## config.mk

```make
export PLATFORM = sky130hd
export DESIGN_NAME = mul_share_arbiter
export DESIGN_NICKNAME = d
export VERILOG_FILES = /design/src/rtl/mul_share_pkg.sv /design/src/rtl/mul_rsp_fifo.sv /design/src/rtl/mul_share_mult.sv /design/src/rtl/mul_share_arbiter.sv
export SDC_FILE = /design/constraint.sdc
export NUM_CORES = 2
export LEC_CHECK = 0
export ABC_AREA = 1
export CAP_MARGIN = 20
export CORE_ASPECT_RATIO = 1.4
export CORE_MARGIN = 3
export CORE_UTILIZATION = 39
export DETAILED_ROUTE_END_ITERATION = 8
export PLACE_DENSITY = 0.63
export SLEW_MARGIN = 30
export SYNTH_ARGS = -nofsm -noshare
export SYNTH_HDL_FRONTEND = slang
export SYNTH_SLANG_ARGS = --single-unit
```

## constraint.sdc

```tcl
create_clock -name clk_i -period 8.8 [get_ports clk_i]
set_input_delay 0.88 -clock clk_i [delete_from_list [all_inputs] [get_ports clk_i]]
set_output_delay 0.88 -clock clk_i [all_outputs]
set_load 0.01 [all_outputs]
```

## src/rtl/mul_share_pkg.sv

```systemverilog
// mul_share_pkg: types and helpers shared by mul_share_arbiter, its response
// FIFO and the two-stage multiplier.
package mul_share_pkg;

  // Operator encoding used by the CPU datapath; _ADD is the idle filler.
  typedef enum logic [2:0] {
    _ADD    = 3'd0,
    _MUL    = 3'd1,
    _MULH   = 3'd2,
    _MULHSU = 3'd3,
    _MULHU  = 3'd4
  } OPERATOR_t;

  localparam int DATA_W    = 32;
  // Field widths of a FIFO entry are fixed here; narrower ids/tags are
  // zero-extended into them by the arbiter.
  localparam int ID_W_MAX  = 4;
  localparam int TAG_W_MAX = 8;

  typedef struct packed {
    logic [ID_W_MAX-1:0]  id;
    logic [TAG_W_MAX-1:0] tag;
    logic [DATA_W-1:0]    data;
  } rsp_entry_t;

  // Width of a requester index.
  function automatic int req_id_w(input int num_req);
    return (num_req > 1) ? $clog2(num_req) : 1;
  endfunction

  // (base + offs) mod n for base < n and offs < n.
  function automatic int rr_index(input int base, input int offs, input int n);
    int sum;
    sum = base + offs;
    return (sum >= n) ? sum - n : sum;
  endfunction

endpackage

```

## src/rtl/mul_rsp_fifo.sv

```systemverilog
// mul_rsp_fifo: DEPTH-entry response FIFO of rsp_entry_t with synchronous
// active-low reset. Storage is not reset; empty/count qualify the head.
module mul_rsp_fifo
  import mul_share_pkg::*;
#(
  parameter int DEPTH = 4,
  parameter int CNT_W = $clog2(DEPTH + 1)
) (
  input  logic             clk_i,
  input  logic             rst_ni,
  input  logic             push_i,
  input  rsp_entry_t       entry_i,
  input  logic             pop_i,
  output rsp_entry_t       head_o,
  output logic [CNT_W-1:0] count_o,
  output logic             empty_o,
  output logic             full_o
);

  localparam int PTR_W = (DEPTH > 1) ? $clog2(DEPTH) : 1;

  rsp_entry_t       mem [DEPTH];
  logic [PTR_W-1:0] wr_ptr, rd_ptr;
  logic [CNT_W-1:0] count;
  logic             do_pop;

  function automatic logic [PTR_W-1:0] ptr_inc(input logic [PTR_W-1:0] p);
    return (p == PTR_W'(DEPTH - 1)) ? '0 : p + PTR_W'(1);
  endfunction

  assign empty_o = (count == '0);
  assign full_o  = (count == CNT_W'(DEPTH));
  assign count_o = count;
  assign head_o  = mem[rd_ptr];
  assign do_pop  = pop_i && !empty_o;

  // Pointers and occupancy; simultaneous push and pop leave count unchanged.
  always_ff @(posedge clk_i) begin
    if (!rst_ni) begin
      wr_ptr <= '0;
      rd_ptr <= '0;
      count  <= '0;
    end else begin
      if (push_i) wr_ptr <= ptr_inc(wr_ptr);
      if (do_pop) rd_ptr <= ptr_inc(rd_ptr);
      case ({push_i, do_pop})
        2'b10:   count <= count + CNT_W'(1);
        2'b01:   count <= count - CNT_W'(1);
        default: ;
      endcase
    end
  end

  // Entry storage.
  always_ff @(posedge clk_i) begin
    if (push_i) mem[wr_ptr] <= entry_i;
  end

  // The arbiter's credit check must make an overrun impossible.
  always_ff @(posedge clk_i) begin
    if (rst_ni) assert (!(push_i && full_o)) else $error("mul_rsp_fifo: push while full");
  end

endmodule

```

## src/rtl/mul_share_mult.sv

```systemverilog
// mul_share_mult: two-stage multiplier. Stage 1 sign/zero-extends the
// operands to 33 bits and registers them; stage 2 forms the 66-bit product
// and selects the low or high word. Reset is synchronous, active high.
module mul_share_mult
  import mul_share_pkg::*;
(
  input  logic        clk_i,
  input  logic        rst_i,
  input  OPERATOR_t   op_i,
  input  logic [31:0] op1_i,
  input  logic [31:0] op2_i,
  output logic [31:0] result_o
);

  OPERATOR_t          op_q;
  logic signed [32:0] a_ext, b_ext;
  logic signed [32:0] a_q, b_q;
  logic signed [65:0] prod;
  logic               unused_prod_top;

  // Extend each operand according to the signedness the operator implies.
  always_comb begin
    a_ext = {1'b0, op1_i};
    b_ext = {1'b0, op2_i};
    case (op_i)
      _MUL, _MULH: begin
        a_ext = {op1_i[31], op1_i};
        b_ext = {op2_i[31], op2_i};
      end
      _MULHSU: a_ext = {op1_i[31], op1_i};
      default: ;
    endcase
  end

  // Stage-1 operand register.
  always_ff @(posedge clk_i) begin
    if (rst_i) begin
      op_q <= _ADD;
      a_q  <= '0;
      b_q  <= '0;
    end else begin
      op_q <= op_i;
      a_q  <= a_ext;
      b_q  <= b_ext;
    end
  end

  assign prod            = 66'(a_q) * 66'(b_q);
  assign unused_prod_top = ^prod[65:64];

  // Stage-2 result select.
  always_comb begin
    case (op_q)
      _ADD:    result_o = a_q[31:0] + b_q[31:0];
      _MUL:    result_o = prod[31:0];
      default: result_o = prod[63:32];
    endcase
  end

endmodule

```

## src/rtl/mul_share_arbiter.sv

```systemverilog
// mul_share_arbiter: round-robin sharing of one two-stage multiplier among
// NUM_REQ requesters, with a credit-protected in-order response FIFO.
// Optional macro MUL_SHARE_ARB_PERF_EN enables grant/stall counters; without
// it the perf ports are tied to zero.
module mul_share_arbiter
  import mul_share_pkg::*;
#(
  parameter int NUM_REQ   = 2,
  parameter int TAG_W     = 4,
  parameter int RSP_DEPTH = 4
) (
  input  logic                           clk_i,
  input  logic                           rst_ni,
  input  logic [NUM_REQ-1:0]             req_valid_i,
  output logic [NUM_REQ-1:0]             req_ready_o,
  input  OPERATOR_t [NUM_REQ-1:0]        req_op_i,
  input  logic [NUM_REQ-1:0][31:0]       req_op1_i,
  input  logic [NUM_REQ-1:0][31:0]       req_op2_i,
  input  logic [NUM_REQ-1:0][TAG_W-1:0]  req_tag_i,
  output logic [NUM_REQ-1:0]             rsp_valid_o,
  input  logic [NUM_REQ-1:0]             rsp_ready_i,
  output logic [31:0]                    rsp_data_o,
  output logic [TAG_W-1:0]               rsp_tag_o,
  output logic [NUM_REQ-1:0][31:0]       perf_grant_o,
  output logic [31:0]                    perf_stall_o
);

  localparam int REQ_ID_W = req_id_w(NUM_REQ);
  localparam int CNT_W    = $clog2(RSP_DEPTH + 1);

  if (NUM_REQ < 2 || REQ_ID_W > ID_W_MAX || TAG_W > TAG_W_MAX || RSP_DEPTH < 2) begin : g_param_check
    $error("mul_share_arbiter: unsupported parameter set");
  end

  logic [REQ_ID_W-1:0] rr_ptr, winner;
  logic                any_valid, can_issue, issue;
  logic                sh_valid;
  logic [REQ_ID_W-1:0] sh_id;
  logic [TAG_W-1:0]    sh_tag;
  OPERATOR_t           mul_op;
  logic [31:0]         mul_op1, mul_op2, mul_result;
  rsp_entry_t          push_entry, head;
  logic [CNT_W-1:0]    fifo_count;
  logic                fifo_empty, pop;
  logic                unused_fifo_full, unused_head_bits;

  // Credit: entries held plus the op still in the multiplier must leave room.
  // A pop in the same cycle is not counted, keeping this off the rsp_ready path.
  assign can_issue = (int'(fifo_count) + int'(sh_valid)) < RSP_DEPTH;
  assign issue     = rst_ni && can_issue && any_valid;

  // Round-robin pick: first valid requester at or after rr_ptr.
  always_comb begin
    winner    = '0;
    any_valid = 1'b0;
    for (int k = NUM_REQ - 1; k >= 0; k--) begin
      if (req_valid_i[rr_index(int'(rr_ptr), k, NUM_REQ)]) begin
        winner    = REQ_ID_W'(rr_index(int'(rr_ptr), k, NUM_REQ));
        any_valid = 1'b1;
      end
    end
  end

  // Grant vector and multiplier operand mux; idle cycles feed an add of zeros.
  always_comb begin
    req_ready_o = '0;
    mul_op      = _ADD;
    mul_op1     = '0;
    mul_op2     = '0;
    if (issue) begin
      req_ready_o[winner] = 1'b1;
      mul_op              = req_op_i[winner];
      mul_op1             = req_op1_i[winner];
      mul_op2             = req_op2_i[winner];
    end
  end

  // RR pointer and the shadow of the op now in multiplier stage 2.
  always_ff @(posedge clk_i) begin
    if (!rst_ni) begin
      rr_ptr   <= '0;
      sh_valid <= 1'b0;
      sh_id    <= '0;
      sh_tag   <= '0;
    end else begin
      sh_valid <= issue;
      if (issue) begin
        rr_ptr <= (int'(winner) == NUM_REQ - 1) ? '0 : winner + REQ_ID_W'(1);
        sh_id  <= winner;
        sh_tag <= req_tag_i[winner];
      end
    end
  end

  mul_share_mult u_mult (
    .clk_i    (clk_i),
    .rst_i    (~rst_ni),
    .op_i     (mul_op),
    .op1_i    (mul_op1),
    .op2_i    (mul_op2),
    .result_o (mul_result)
  );

  // Entry pushed when the shadowed op leaves stage 2.
  always_comb begin
    push_entry      = '0;
    push_entry.id   = ID_W_MAX'(sh_id);
    push_entry.tag  = TAG_W_MAX'(sh_tag);
    push_entry.data = mul_result;
  end

  mul_rsp_fifo #(
    .DEPTH (RSP_DEPTH),
    .CNT_W (CNT_W)
  ) u_rsp_fifo (
    .clk_i   (clk_i),
    .rst_ni  (rst_ni),
    .push_i  (sh_valid),
    .entry_i (push_entry),
    .pop_i   (pop),
    .head_o  (head),
    .count_o (fifo_count),
    .empty_o (fifo_empty),
    .full_o  (unused_fifo_full)
  );

  // Head is offered only to its owner; other requesters wait behind it.
  always_comb begin
    rsp_valid_o = '0;
    rsp_data_o  = '0;
    rsp_tag_o   = '0;
    if (!fifo_empty) begin
      rsp_valid_o[head.id[REQ_ID_W-1:0]] = 1'b1;
      rsp_data_o                         = head.data;
      rsp_tag_o                          = head.tag[TAG_W-1:0];
    end
  end

  assign pop              = |(rsp_valid_o & rsp_ready_i);
  assign unused_head_bits = ^{head.id, head.tag};

`ifdef MUL_SHARE_ARB_PERF_EN
  logic [NUM_REQ-1:0][31:0] grant_cnt;
  logic [31:0]              stall_cnt;

  // Grant and stall event counters, wrapping at 32 bits.
  always_ff @(posedge clk_i) begin
    if (!rst_ni) begin
      grant_cnt <= '0;
      stall_cnt <= '0;
    end else begin
      if (issue) grant_cnt[winner] <= grant_cnt[winner] + 32'd1;
      if (any_valid && !issue) stall_cnt <= stall_cnt + 32'd1;
    end
  end

  assign perf_grant_o = grant_cnt;
  assign perf_stall_o = stall_cnt;
`else
  assign perf_grant_o = '0;
  assign perf_stall_o = '0;
`endif

endmodule

```

* After elaboration in Yosys (flattened, before gate mapping)
Memories as Yosys holds them, arrays and structs flattened. A register that Yosys moved wholly into a read port is not among the register bits.
Cells that the tools add are included.
** Word-level totals
- Flip-flop bits (word level) :: 83
- Bits in writable memories :: 148
- Input bits :: 148
- Output and inout bits :: 136
- Logic and storage cells :: 96
- Memories :: 1
** Memory list
- u_rsp_fifo.mem :: depth 4, width 37, rd ports 1, clocked after Yosys merged registers in 1, write ports 1, line mul_rsp_fifo.sv:22 : rsp_entry_t mem [DEPTH];
** Operators by class
- $add $sub $neg :: 10
- Multiply operators :: 1
- Magnitude comparators :: 9
- Eq/ne operators :: 8
- Multiplexer cells :: 40
- Bitwise logic cells :: 1
- Reductions and logical operators :: 14
** Operator list (number)
- 2-to-1 mux 32 bit :: 9
- < comparator 32 x 3 -> 1 bit (second input constant) :: 2
- multiplier 33 x 33 -> 64 bit :: 1
- one-hot mux 32 bit (2 select lines) :: 1
- adder 32 bit :: 1
- 2-to-1 mux 1 bit :: 15
- 2-to-1 mux 2 bit :: 6
- 2-to-1 mux 4 bit :: 3
- 2-to-1 mux 3 bit :: 3
- == test 2 bit (second input constant) :: 3
- == test 3 x 1 -> 1 bit (second input constant) :: 2
- == test 3 x 2 -> 1 bit (second input constant) :: 2
- zero test 3 bit :: 2
- one-hot mux 3 bit (2 select lines) :: 1
- logical AND 1 bit :: 5
- adder 2 x 1 -> 2 bit (second input constant) :: 2
- adder 3 x 1 -> 4 bit :: 1
- < comparator 1 x 2 -> 1 bit (second input constant) :: 2
- < comparator 4 x 3 -> 1 bit (second input constant) :: 1
- AND reduction 2 bit :: 2
- OR reduction 2 bit :: 2
- adder 3 x 1 -> 3 bit (second input constant) :: 1
- OR reduction 3 bit :: 1
- subtractor 1 x 2 -> 3 bit (second input constant) :: 1
- other kinds (12) :: 14

* Longest topological paths before layout
- Depth in word-level cells :: 14
- Mapped depth :: 32

* Modules after synthesis
A second synthesis with hierarchy kept.
** Second synthesis, totals
- Cell total of the unflattened synthesis :: 6934
- Area, all modules :: 54319.6 um^2
** By module, submodules not included
- mul_share_mult :: instances 1, cells each 6002, area each 44986.9 um^2
- mul_rsp_fifo :: instances 1, cells each 489, area each 7091.8 um^2
- mul_share_arbiter :: instances 1, cells each 443, area each 2240.9 um^2

* Least setup slack after synthesis
No wires, ideal clock.
- Path kind :: reg2reg
- From :: reg u_mult.a_q[32]
- To :: mem u_rsp_fifo.mem[0][26] (netlist bit) (data pin)
- Arrival :: 6.942 ns
- Data required time :: 8.534 ns
- Slack :: 1.593 ns
- Stages on the path, launching flop included :: 30
- Path through :: dfxtp_1 clkbuf_1 nand2_1 inv_1 fa_1 inv_1 fa_1 inv_1 fa_1 inv_1 fa_1 fa_1 inv_1 fa_1 inv_1 fa_1 fa_1 inv_1 ha_1 nand2_1 nor2_1 inv_1 nor2_1 nand2_1 nor3_1 nand2_1 nand3_1 nand2_1 nand3_1 nand2_1
** On the way
- Cells in the longest elaborated chain, start to end :: 2
** Ends and longest elaborated chain
- from (decl) :: line mul_share_mult.sv:17 : logic signed [32:0] a_q, b_q;
- from (signal assigned) :: line mul_share_mult.sv:43 : a_q <= a_ext;
- multiplier 33 x 33 -> 64 bit :: line mul_share_mult.sv:48 : assign prod = 66'(a_q) * 66'(b_q);
- one-hot mux 32 bit (2 select lines) :: line mul_share_mult.sv:53 : case (op_q)
- net mul_result[26] :: line mul_share_arbiter.sv:41 : logic [31:0] mul_op1, mul_op2, mul_result;
- to (decl) :: line mul_rsp_fifo.sv:22
The timed path passes the listed nets, and every way through them passes these cells.

* Final worst setup path
- From :: reg u_mult.b_q[16]
- To :: mem u_rsp_fifo.mem[3][1] (netlist bit) (data pin)
** On the way
- Cells in the longest elaborated chain, start to end :: 2
** Ends and longest elaborated chain
- from (decl) :: line mul_share_mult.sv:17
- from (signal assigned) :: line mul_share_mult.sv:44 : b_q <= b_ext;
- multiplier 33 x 33 -> 64 bit :: line mul_share_mult.sv:48
- one-hot mux 32 bit (2 select lines) :: line mul_share_mult.sv:53
- net mul_result[1] :: line mul_share_arbiter.sv:41
The timed path passes the listed nets, and every way through them passes these cells.

==> metrics.md <==
| Metric | Value |
|---|---|
| Post-synth cell types | between 40 and 50 |
| Worst-path maximum fanout | 14 |
| Wire length on met3 | around 10000 um |
| Setup_tns | 0 ns |
| Core area | around 130000 um^2 |
| PostCTS Resize Cnt | 0 |
| Root Driver | clkbuf_16 |
| Relative slew slack | 34.8% |
| Yosys warnings | 0 |
| Clock Sinks | approximately 230 |
| Die area | between 100000 and 150000 um^2 |
| Slew Limit Fails | 0 |
| Die W | 316 um |
| DP Wirelength | ~150000 um |
| Die Y | 441 um |
| Min Tclk post-route | 8.34 ns |
| Post-CTS Hold Buffers | 0 |
| Slowest cell on the critical path | dfxtp_1 |
| TritonCTS buffer count | 29 |
| Crit path capture type | flop |
| Multi-input logic area | ~38000 um^2 |
| Clk_skew | approximately 0.074 ns |
| Fin area | 57800 um^2 |
| Cell count after synthesis | 6683 |
| DRT Pass-1 Iters | 6 |
| Max Fclk | 120 MHz |
| Avg Cell Area, Syn | approximately 7.9 um^2 |
| Share of cells above drive strength 1 | around 3.7% |
| DP Area | between 50000 and 60000 um^2 |
| First-pass GRT wire length | roughly 270000 um |
| Path type of the worst setup path | reg2reg |
| Worst vdd ir | around 0.33 mV |
| Total grt overflow | 0 |
| # nets final | ~8300 |
| Power per cell area | ~250 nW/um^2 |
| Clk buf depth | 3 |
| Synth top area share | between 40 and 50% |
| Synth-to-layout area growth | 9.88% |
| GRT Util Overall | between 20% and 30% |
| Setup crit start kind | flop |
| Fillers | 13500 |
| Final setup viols | 0 |
| Hold Path Class | reg2reg |
| Register area | 6150 um^2 |
| Final Wtd Congestion | around 0.96 |
| Tcrit/Tclk final | 94.8% |
| Post-CTS Setup Inserts | 0 |
| Slew @ Worst Pin | a little under 1 ns |
| Synth top area cells | fa_1 (43%), inv_1 (14%), nand2_1 (12%) |
| ANT nets after route | 0 |
| IO Count | 284 |
| CP most frequent cell | fa_1 |
| Slowest cell delay on critical path | 0.70 ns |
| Worst EP required | between 9 and 10 ns |
| Starting DRT DRC Count | slightly below 3000 |
| Seq/Total Area, Yosys | 11.7% |
| Total wire length | around 170000 um |
| Run status | complete, no violations |
| Largest area contributor in the netlist | fa_1 |
| Worst-skew pair later-pin latency | 0.66 ns |
| Met2 WL | 86100 um |
| End-of-flow core utilization | 43.4% |
| Detailed-route via count | about 42000 |
| Hold violation count in the final report | 0 |
| Vias in the first global route | 45500 |
| Buffers on Ports | about 190 |
| Maxcap violations | 0 |
| Leakage | 0.0334 uW |
| Yosys reg bits | about 230 |
| Largest net degree at the start of global routing | between 70 and 80 |
| Vias per cell | about 4.9 |
| CP Data Arrival Time | between 8 and 9 ns |
| RSZ-0062 raised after global routing | no |
| Top sig layer | met4 |
| Met1 wire length | between 60000 and 70000 um |
| Worst-path clk slew | 0.06 ns |
| Rows | between 150 and 200 |
| Synthesized cell area | around 53000 um^2 |
| Htree depth | 1 |
| Initial core utilization | about two fifths |
| Initial antenna violation count | 4 |
| TritonCTS clock tree | done |
| Per-cell routed wire length | roughly 20 um |
| Remaining DRCs | 0 |
==> layout by cell type (no fill, tap or decap), types with 4 or more instances in the layout <==
| master | Yosys | layout |
|---|---|---|
| inv_1 | 1984 | 1982 |
| nor3_1 | 22 | 21 |
| clkinv_2 | 0 | 8 |
| or2_2 | 14 | 14 |
| diode_2 | 0 | 5 |
| edfxtp_1 | 148 | 148 |
| nand4_1 | 33 | 33 |
| nand3_1 | 155 | 155 |
| clkinvlp_4 | 0 | 5 |
| o21bai_1 | 19 | 19 |
| clkdlybuf4s50_1 | 0 | 187 |
| buf_12 | 0 | 10 |
| xnor2_1 | 12 | 12 |
| nand3b_1 | 8 | 8 |
| nor2_1 | 359 | 359 |
| buf_4 | 96 | 162 |
| dfxtp_1 | 85 | 82 |
| nand2_1 | 1705 | 1705 |
| a31oi_1 | 4 | 4 |
| clkbuf_16 | 0 | 29 |
| a21oi_1 | 162 | 162 |
| conb_1 | 1 | 96 |
| a22oi_1 | 4 | 4 |
| a22o_1 | 64 | 64 |
| ha_1 | 250 | 250 |
| fa_1 | 1127 | 1126 |
| o21ai_0 | 156 | 156 |
==> registers in the layout, indices dropped and copies added (netlist names), 2 cells and up, named ones only <==
signal              count
sh_tag                  4
u_mult.a_q             33
u_mult.b_q             33
u_mult.op_q             3
u_rsp_fifo.count_o      3
u_rsp_fifo.mem        148
u_rsp_fifo.rd_ptr       2
u_rsp_fifo.wr_ptr       2
==> cells by family (layout without fill, tap and decap cells) <==
family / Yosys count / after routing / synth area share [%]
AO/OA/AOI/OAI: 419 / 419 / 4.64
XOR/XNOR: 15 / 15 / 0.250
adder cells (fa/ha/maj): 1377 / 1377 / 48.8
buffers and inverters: 2332 / 2399 / 17.4
flip-flops: 233 / 233 / 11.7
other: 1 / 101 / 0.00713
AND/OR/NAND/NOR: 2306 / 2306 / 17.2
==> metal layers <==
layer / vias to the layer above / track usage (%)
met4: 0 / 12.2
li1: 19200 / -
met2: 1547 / 45.2
met3: 399 / 3.14
met5: - / 0
met1: 21000 / 29.6
==> synthesized netlist by cell type <==
library cell,count
and3_1,2
a22o_1,64
nor3_2,1
a211oi_1,1
nor3_1,22
inv_1,1984
dfxtp_1,85
a31oi_1,4
o21bai_1,19
and3b_1,1
o31ai_4,1
buf_1,17
nor4_1,1
and2_1,3
o211ai_1,1
a21oi_1,162
buf_4,96
nand4_1,33
inv_2,2
conb_1,1
xnor2_1,12
a22oi_2,1
a32oi_1,1
nor2_1,359
o21ai_0,156
nand3b_1,8
fa_1,1127
clkbuf_1,221
a21o_1,1
nand2_1,1705
ha_1,250
nand3_1,155
xor2_1,3
nor2_2,2
clkinv_1,1
o21ai_1,1
o22ai_1,2
buf_2,11
a21boi_0,1
or2_2,14
a22oi_1,4
edfxtp_1,148
==> area by class of cell <==
type / instances / share of cell area [%]
Antenna cell: 5 / 0.0217
Clock buffer: 29 / 1.26
Multi-Input combinational cell: 4213 / 65.2
Clock inverter: 24 / 0.442
Timing Repair Buffer: 359 / 5.69
Inverter: 1987 / 12.9
Sequential cell: 233 / 10.6
Tap cell: 1760 / 3.81
==> path summary, 6_finish.rpt <==
| check | start | slack, ns | depth (start not counted) | end |
|---|---|---|---|---|
| max | u_mult.b_q[16] | 0.46 | 29 | u_rsp_fifo.mem[3][1] |
| min | rr_ptr | 0.50 | 2 | rr_ptr |
| max reg2reg | u_mult.b_q[16] | 0.46 | 29 | u_rsp_fifo.mem[3][1] |
| min reg2reg | rr_ptr | 0.50 | 2 | rr_ptr |
==> power breakdown <==
group / switching, uW / internal (uW)
Combinational: 7780 / 3890
Sequential: 196 / 1610
Clock: 531 / 703
==> stage by stage <==
stage                     setup slack, ns  power, uW  instances  hold WS (ns)
after floorplan                      1.59       8710       6778         0.444
after global placement              0.464      13300       8552         0.486
after detailed placement            0.473      13400       8552         0.484
after CTS                           0.418      14700       8605         0.498
after global routing               0.0348      16100       8605         0.535
final                               0.461      14700       8610         0.497
==> worst max-delay path: cells and delay by family, from the launching register on <==
family,cells,cell delay (ns)
and+or+nand+nor,10,1.60
adders and majority gates,9,4.36
AOI/OAI and AO/OA,1,0.40
buffers and inverters,9,1.00
DFF,1,0.70
Power figures use the tool's default switching activity.
